File: src/rtl/md_pkg.sv
// Shared definitions for the multiply/divide sequencer: opcodes, FSM encoding,
// default latencies and the divide-by-zero result constant.
package md_pkg;

  typedef enum logic [2:0] {
    OP_MULT  = 3'b000,
    OP_MULTU = 3'b001,
    OP_DIV   = 3'b010,
    OP_DIVU  = 3'b011,
    OP_MTHI  = 3'b100,
    OP_MTLO  = 3'b101,
    OP_MFHI  = 3'b110,
    OP_MFLO  = 3'b111
  } md_op_e;

  typedef enum logic [1:0] {
    ST_IDLE = 2'd0,
    ST_MUL  = 2'd1,
    ST_DIV  = 2'd2,
    ST_FIX  = 2'd3
  } md_state_e;

  localparam int          MUL_LAT_DEF = 4;
  localparam int          DIV_LAT_DEF = 33;
  localparam logic [31:0] DIV_ZERO_LO = 32'hFFFF_FFFF;

endpackage

File: src/rtl/md_divider.sv
// Radix-2 restoring divider on unsigned magnitudes, one quotient bit per cycle.
// busy drops in the cycle of the final iteration so the caller can move on at that edge.
module md_divider #(
  parameter int ITERS = 32
) (
  input  logic        Clk,
  input  logic        Clrn,
  input  logic        start,
  input  logic [31:0] dividend,
  input  logic [31:0] divisor,
  output logic        busy,
  output logic [31:0] q,
  output logic [31:0] r
);

  localparam int CW = $clog2(ITERS);

  logic          run;
  logic [CW-1:0] cnt;
  logic [31:0]   quo, rem, dvs;
  logic [32:0]   sh, diff;
  logic          ge;

  assign sh   = {rem, quo[31]};
  assign diff = sh - {1'b0, dvs};
  assign ge   = (sh >= {1'b0, dvs});

  always_ff @(posedge Clk or negedge Clrn) begin
    if (!Clrn) begin
      run <= 1'b0;
      cnt <= '0;
    end else if (start) begin
      run <= 1'b1;
      cnt <= CW'(ITERS - 1);
    end else if (run) begin
      if (cnt == '0) run <= 1'b0;
      else           cnt <= cnt - 1'b1;
    end
  end

  // iteration datapath: shift in next dividend bit, subtract if it fits
  always_ff @(posedge Clk) begin
    if (start) begin
      rem <= '0;
      quo <= dividend;
      dvs <= divisor;
    end else if (run) begin
      rem <= ge ? diff[31:0] : sh[31:0];
      quo <= {quo[30:0], ge};
    end
  end

  assign busy = run && (cnt != '0);
  assign q    = quo;
  assign r    = rem;

endmodule

File: src/rtl/md_sequencer.sv
// HI/LO multiply-divide unit: fixed-latency mult, iterative div with sign fixup,
// mthi/mtlo writes and a stall handshake toward the upstream pipeline.
module md_sequencer
  import md_pkg::*;
#(
  parameter int MUL_LAT = MUL_LAT_DEF,
  parameter int DIV_LAT = DIV_LAT_DEF
) (
  input  logic        Clk,
  input  logic        Clrn,
  input  logic        md_start,
  input  logic [2:0]  md_control,
  input  logic [31:0] A,
  input  logic [31:0] B,
  input  logic        flush,
  output logic [31:0] res_hi,
  output logic [31:0] res_lo,
  output logic        md_busy,
  output logic        md_stall,
  output logic        md_done
);

  localparam int DIV_ITERS = DIV_LAT - 1;

  md_state_e          state, state_nx;
  md_op_e             op;
  logic [7:0]         cnt;
  logic [31:0]        a_q, b_q;
  logic               sgn_q;
  logic signed [63:0] a_ext, b_ext, prod;
  logic               div_start, div_busy;
  logic [31:0]        div_q, div_r, q_fix, r_fix, mag_a, mag_b;
  logic [31:0]        hi_nx, lo_nx;
  logic               done_c;

  function automatic logic [31:0] abs32(input logic [31:0] v, input logic sgn);
    return (sgn && v[31]) ? -v : v;
  endfunction

  assign op    = md_op_e'(md_control);
  assign mag_a = abs32(A, ~md_control[0]);
  assign mag_b = abs32(B, ~md_control[0]);

  md_divider #(.ITERS(DIV_ITERS)) u_div (
    .Clk      (Clk),
    .Clrn     (Clrn),
    .start    (div_start),
    .dividend (mag_a),
    .divisor  (mag_b),
    .busy     (div_busy),
    .q        (div_q),
    .r        (div_r)
  );

  // unsigned ops zero-extend, so one 64-bit multiply serves both signednesses
  assign a_ext = {{32{sgn_q & a_q[31]}}, a_q};
  assign b_ext = {{32{sgn_q & b_q[31]}}, b_q};
  assign prod  = a_ext * b_ext;

  assign q_fix = (sgn_q && (a_q[31] ^ b_q[31])) ? -div_q : div_q;
  assign r_fix = (sgn_q && a_q[31]) ? -div_r : div_r;

  always_comb begin
    state_nx  = state;
    div_start = 1'b0;
    done_c    = 1'b0;
    hi_nx     = res_hi;
    lo_nx     = res_lo;
    unique case (state)
      ST_IDLE: begin
        if (md_start && !flush) begin
          case (op)
            OP_MULT, OP_MULTU: state_nx = ST_MUL;
            OP_DIV, OP_DIVU: begin
              state_nx  = ST_DIV;
              div_start = 1'b1;
            end
            OP_MTHI: hi_nx = A;
            OP_MTLO: lo_nx = A;
            default: ;
          endcase
        end
      end
      ST_MUL: begin
        if (flush) state_nx = ST_IDLE;
        else if (cnt == '0) begin
          state_nx = ST_IDLE;
          done_c   = 1'b1;
          hi_nx    = prod[63:32];
          lo_nx    = prod[31:0];
        end
      end
      ST_DIV: begin
        if (flush)          state_nx = ST_IDLE;
        else if (!div_busy) state_nx = ST_FIX;
      end
      ST_FIX: begin
        state_nx = ST_IDLE;
        if (!flush) begin
          done_c = 1'b1;
          if (b_q == '0) begin
            hi_nx = a_q;
            lo_nx = DIV_ZERO_LO;
          end else begin
            hi_nx = r_fix;
            lo_nx = q_fix;
          end
        end
      end
      default: state_nx = ST_IDLE;
    endcase
  end

  always_ff @(posedge Clk or negedge Clrn) begin
    if (!Clrn) begin
      state   <= ST_IDLE;
      res_hi  <= '0;
      res_lo  <= '0;
      md_busy <= 1'b0;
      cnt     <= '0;
    end else begin
      state   <= state_nx;
      res_hi  <= hi_nx;
      res_lo  <= lo_nx;
      md_busy <= (state_nx != ST_IDLE);
      if (state == ST_IDLE && state_nx == ST_MUL) cnt <= 8'(MUL_LAT - 1);
      else if (state == ST_MUL && cnt != '0)      cnt <= cnt - 1'b1;
    end
  end

  // operands and signedness frozen at the accept edge
  always_ff @(posedge Clk) begin
    if (state == ST_IDLE && state_nx != ST_IDLE) begin
      a_q   <= A;
      b_q   <= B;
      sgn_q <= ~md_control[0];
    end
  end

  assign md_done  = done_c;
  assign md_stall = md_start & md_busy;

endmodule

File: config.mk
export PLATFORM = sky130hd
export DESIGN_NAME = md_sequencer
export DESIGN_NICKNAME = d
export VERILOG_FILES = /design/src/rtl/md_pkg.sv /design/src/rtl/md_divider.sv /design/src/rtl/md_sequencer.sv
export SDC_FILE = /design/constraint.sdc
export NUM_CORES = 2
export LEC_CHECK = 0
export CAP_MARGIN = 20
export CORE_ASPECT_RATIO = 1.5
export CORE_MARGIN = 2
export CORE_UTILIZATION = 30
export CTS_CLUSTER_DIAMETER = 120
export DETAILED_ROUTE_END_ITERATION = 8
export PLACE_DENSITY_LB_ADDON = 0.2
export SETUP_SLACK_MARGIN = 0.05
export SYNTH_ARGS = -nofsm -noshare
export SYNTH_HDL_FRONTEND = slang
export SYNTH_SLANG_ARGS = --single-unit
File: constraint.sdc
create_clock -name Clk -period 10.01 [get_ports Clk]
set_input_delay 1.001 -clock Clk [delete_from_list [all_inputs] [get_ports Clk]]
set_output_delay 1.001 -clock Clk [all_outputs]
set_load 0.02 [all_outputs]
==> impl_metrics.yaml <==
critical_path:
  critical_path.startpoint_type: "flop"
  crit_start: "b_q[11]"
  worst-path-max-fanout: 19
  crit_type: "flop to flop"
  slowest_stage: "edfxtp_1"
  crit_end: "res_hi[24]"
  reg2regPathDepth: 25
  critical_path.max_stage_delay_ps: 850
  r2r-start: "b_q[11]"
  r2r_end: "res_hi[24]"
  crit_required_ps: 10470
  crit_arrival_ps: 9960
  reg2reg_slack_ps: 510
  end_kind: "flop"
  path_common_cell: "fa_1"
synthesis:
  ys_ff_latch: 242
  synth_edf_count: 129
  synth_nets: 7197
  ys_seq_area_frac: 0.1247
  synthArstFlopShare: 0.3347
  synth_warnings: 0
  avgSynthCellArea_um2: 9.125
  synthCells: 5748
  ys.flop_type: "edfxtp_1"
  netlist_area_um2: 52450
  ys_types: 100
timing:
  worst_pin_slew_ps: 1084
  finalClockSkew_ps: 20.31
  slew_headroom: 0.2757
  rsz0062_at_grt: "false"
  hold_viol: 0
  fin_crit_ps: 9504
  maxSlewViolCount: 0
  tns_ps: 0
  final.period_utilization: 0.9494
  final-setup-viol-count: 0
  fmax_mhz: 105.2
die:
  die_x_um: 345.4
  initial_utilization: 0.3009
  dieHeight_um: 516.1
  ios: 138
  core_um2: 174300
  die-area_um2: 178300
  fp-row-count: 188
clock_tree:
  cts_tree: "done"
  clk_path_buf_depth: 3
  cts_htree_levels: 1
  ctsHoldBuffers: 0
  cts_buffers: 28
  root_buffer: "clkbuf_16"
  clock_latency_ps: 610
  clkSinkCount: 242
  post_cts_buffers: 0
  path_clk_slew_ps: 70
  cts_resized: 0
routing:
  drt_wl_total_um: 177900
  viasPerCell: 4.848
  drc: 0
  ant_nets: 0
  drtPass1Iterations: 8
  vias: 39040
  drtIter0Drc: 2071
  routedWlPerCell_um: 22.09
global_route:
  grt_pass1_wl_um: 272500
  grt.total_usage: 0.2025
  grt-ovfl-total: 0
  antenna_found_initial: 5
  grt_pass1_vias: 42890
  grt_max_degree: 63
place:
  place_hpwl_um: 148800
  gp_routability_congestion: 0.9157
  place.port_buffers: 137
finish:
  num-fill-cells: 18180
  drive_gt1_frac: 0.04628
  final-seq-area_um2: 6545
  multi_input_area_um2: 40140
  final_nets: 7196
  syn_to_final_growth_pct: 9.724
run_status:
  outcome: "complete, no violations"
hold_path:
  hold_class: "input port to asynchronous set/reset pin"
run:
  drv_cap: 0
sequential cells by signal, summed over array words and instances, names as in the netlist:
signal,cells
a_q,32
b_q,32
cnt,8
md_busy,1
res_hi,32
res_lo,32
sgn_q,1
state,2
u_div.cnt,5
u_div.dvs,32
u_div.q,32
u_div.r,32
u_div.run,1
layout by cell type (no fill, tap or decap), types with 30 or more instances in the layout:
cell | netlist | layout
a21oi_1 | 179 | 179
ha_1 | 252 | 252
xor2_1 | 94 | 94
nor2_1 | 209 | 206
clkdlybuf4s50_1 | 0 | 136
buf_4 | 7 | 140
a31oi_1 | 41 | 41
edfxtp_1 | 129 | 129
a21o_1 | 40 | 40
xnor2_1 | 125 | 125
dfxtp_1 | 32 | 32
and3_1 | 30 | 30
and2_1 | 356 | 356
nand2_1 | 899 | 898
o211ai_1 | 30 | 30
o21ai_0 | 154 | 154
inv_1 | 1198 | 1197
nor3_1 | 41 | 41
dfrtp_1 | 81 | 78
fa_1 | 1126 | 1126
cells by family after synthesis:
group                      share of synthesized area
and+or+nand+nor                               0.1523
buffers and inverters                         0.1104
adders and majority gates                     0.4899
AOI/OAI and AO/OA                            0.08271
DFF                                           0.1247
xor gates and xnor gates                     0.03657
muxes                                       0.003340
critical path, delay by kind of cell, from the launching register on:
kind / cells / cell delay, ps
and+or+nand+nor: 2 / 620
AOI/OAI and AO/OA: 8 / 2570
xor gates and xnor gates: 1 / 130
DFF: 1 / 850
buffers and inverters: 5 / 630
adders and majority gates: 9 / 4550
Yosys cell counts, types with 7 or more instances:
cell type | n | area share
o21ai_0 | 154 | 0.015
o31ai_1 | 18 | 0.0026
a31oi_1 | 41 | 0.0049
o21ai_1 | 11 | 0.0010
o2111ai_1 | 7 | 0.0012
nand2_1 | 899 | 0.064
xor2_1 | 94 | 0.016
inv_1 | 1198 | 0.086
dfxtp_1 | 32 | 0.012
fa_1 | 1126 | 0.43
buf_2 | 8 | 0.00076
o21bai_1 | 18 | 0.0026
a21oi_1 | 179 | 0.017
or3_1 | 18 | 0.0021
nand3_1 | 26 | 0.0025
clkbuf_1 | 286 | 0.020
o221ai_1 | 23 | 0.0038
or2_2 | 12 | 0.0014
nor4_1 | 28 | 0.0033
nor3_1 | 41 | 0.0039
a31o_2 | 7 | 0.0012
or4_1 | 8 | 0.0011
and2_1 | 356 | 0.042
dfrtp_1 | 81 | 0.039
nand2b_1 | 16 | 0.0019
nor2_1 | 209 | 0.015
nand4_1 | 21 | 0.0025
buf_4 | 7 | 0.0010
mux2i_1 | 13 | 0.0025
and3_1 | 30 | 0.0036
buf_6 | 7 | 0.0015
a221oi_1 | 10 | 0.0017
edfxtp_1 | 129 | 0.074
xnor2_1 | 125 | 0.021
o211ai_1 | 30 | 0.0043
o22ai_1 | 10 | 0.0012
o21a_1 | 11 | 0.0016
ha_1 | 252 | 0.060
a211oi_1 | 28 | 0.0040
o41ai_1 | 10 | 0.0017
a21o_1 | 40 | 0.0057
nor2b_1 | 20 | 0.0024
routing by layer:
layer	routed length (µm)	track usage	vias up
met4	7222	0.07270	0
li1	-	-	17500
met3	5943	0.01321	241
met1	69570	0.2404	20490
met2	95170	0.3823	815
met5	0	0	-
layout make-up:
cell class	instances	share of cell area
timing repair buffer	282	0.04414
tap	2280	0.04957
clock inverter	15	0.003109
antenna	4	0.0001739
inverter	1198	0.07814
clock buffer	37	0.01365
sequential	242	0.1137
multi-input combinational	3995	0.6975
worst min path at each step:
stage	start	end	slack [ps]	depth (start not counted)
global placement	res_hi[0]	res_hi[0]	490	2
finish	Clrn	cnt[7]	390	1
global route	Clrn	cnt[7]	420	1
CTS	Clrn	cnt[2]	390	1
floorplan	u_div.cnt[4]	u_div.cnt[4]	470	2
detailed placement	res_hi[0]	res_hi[0]	480	2
through the flow:
step                      worst slack [ps]  cell area [µm²]  instances  utilization  hold WS [ps]
after floorplan                       1499            52450       5748            -         471.1
after global placement               640.9            56530       7995       0.3243         485.5
after detailed placement             650.0            56550       7996       0.3244         479.2
after CTS                            592.0            57510       8048       0.3299         394.3
after global routing                 344.9            57540       8049       0.3301         423.5
final                                506.3            57550       8053       0.3302         391.6
Power is not shown: default switching activity piles up to over one toggle a cycle in this logic, so the estimate is an artifact.
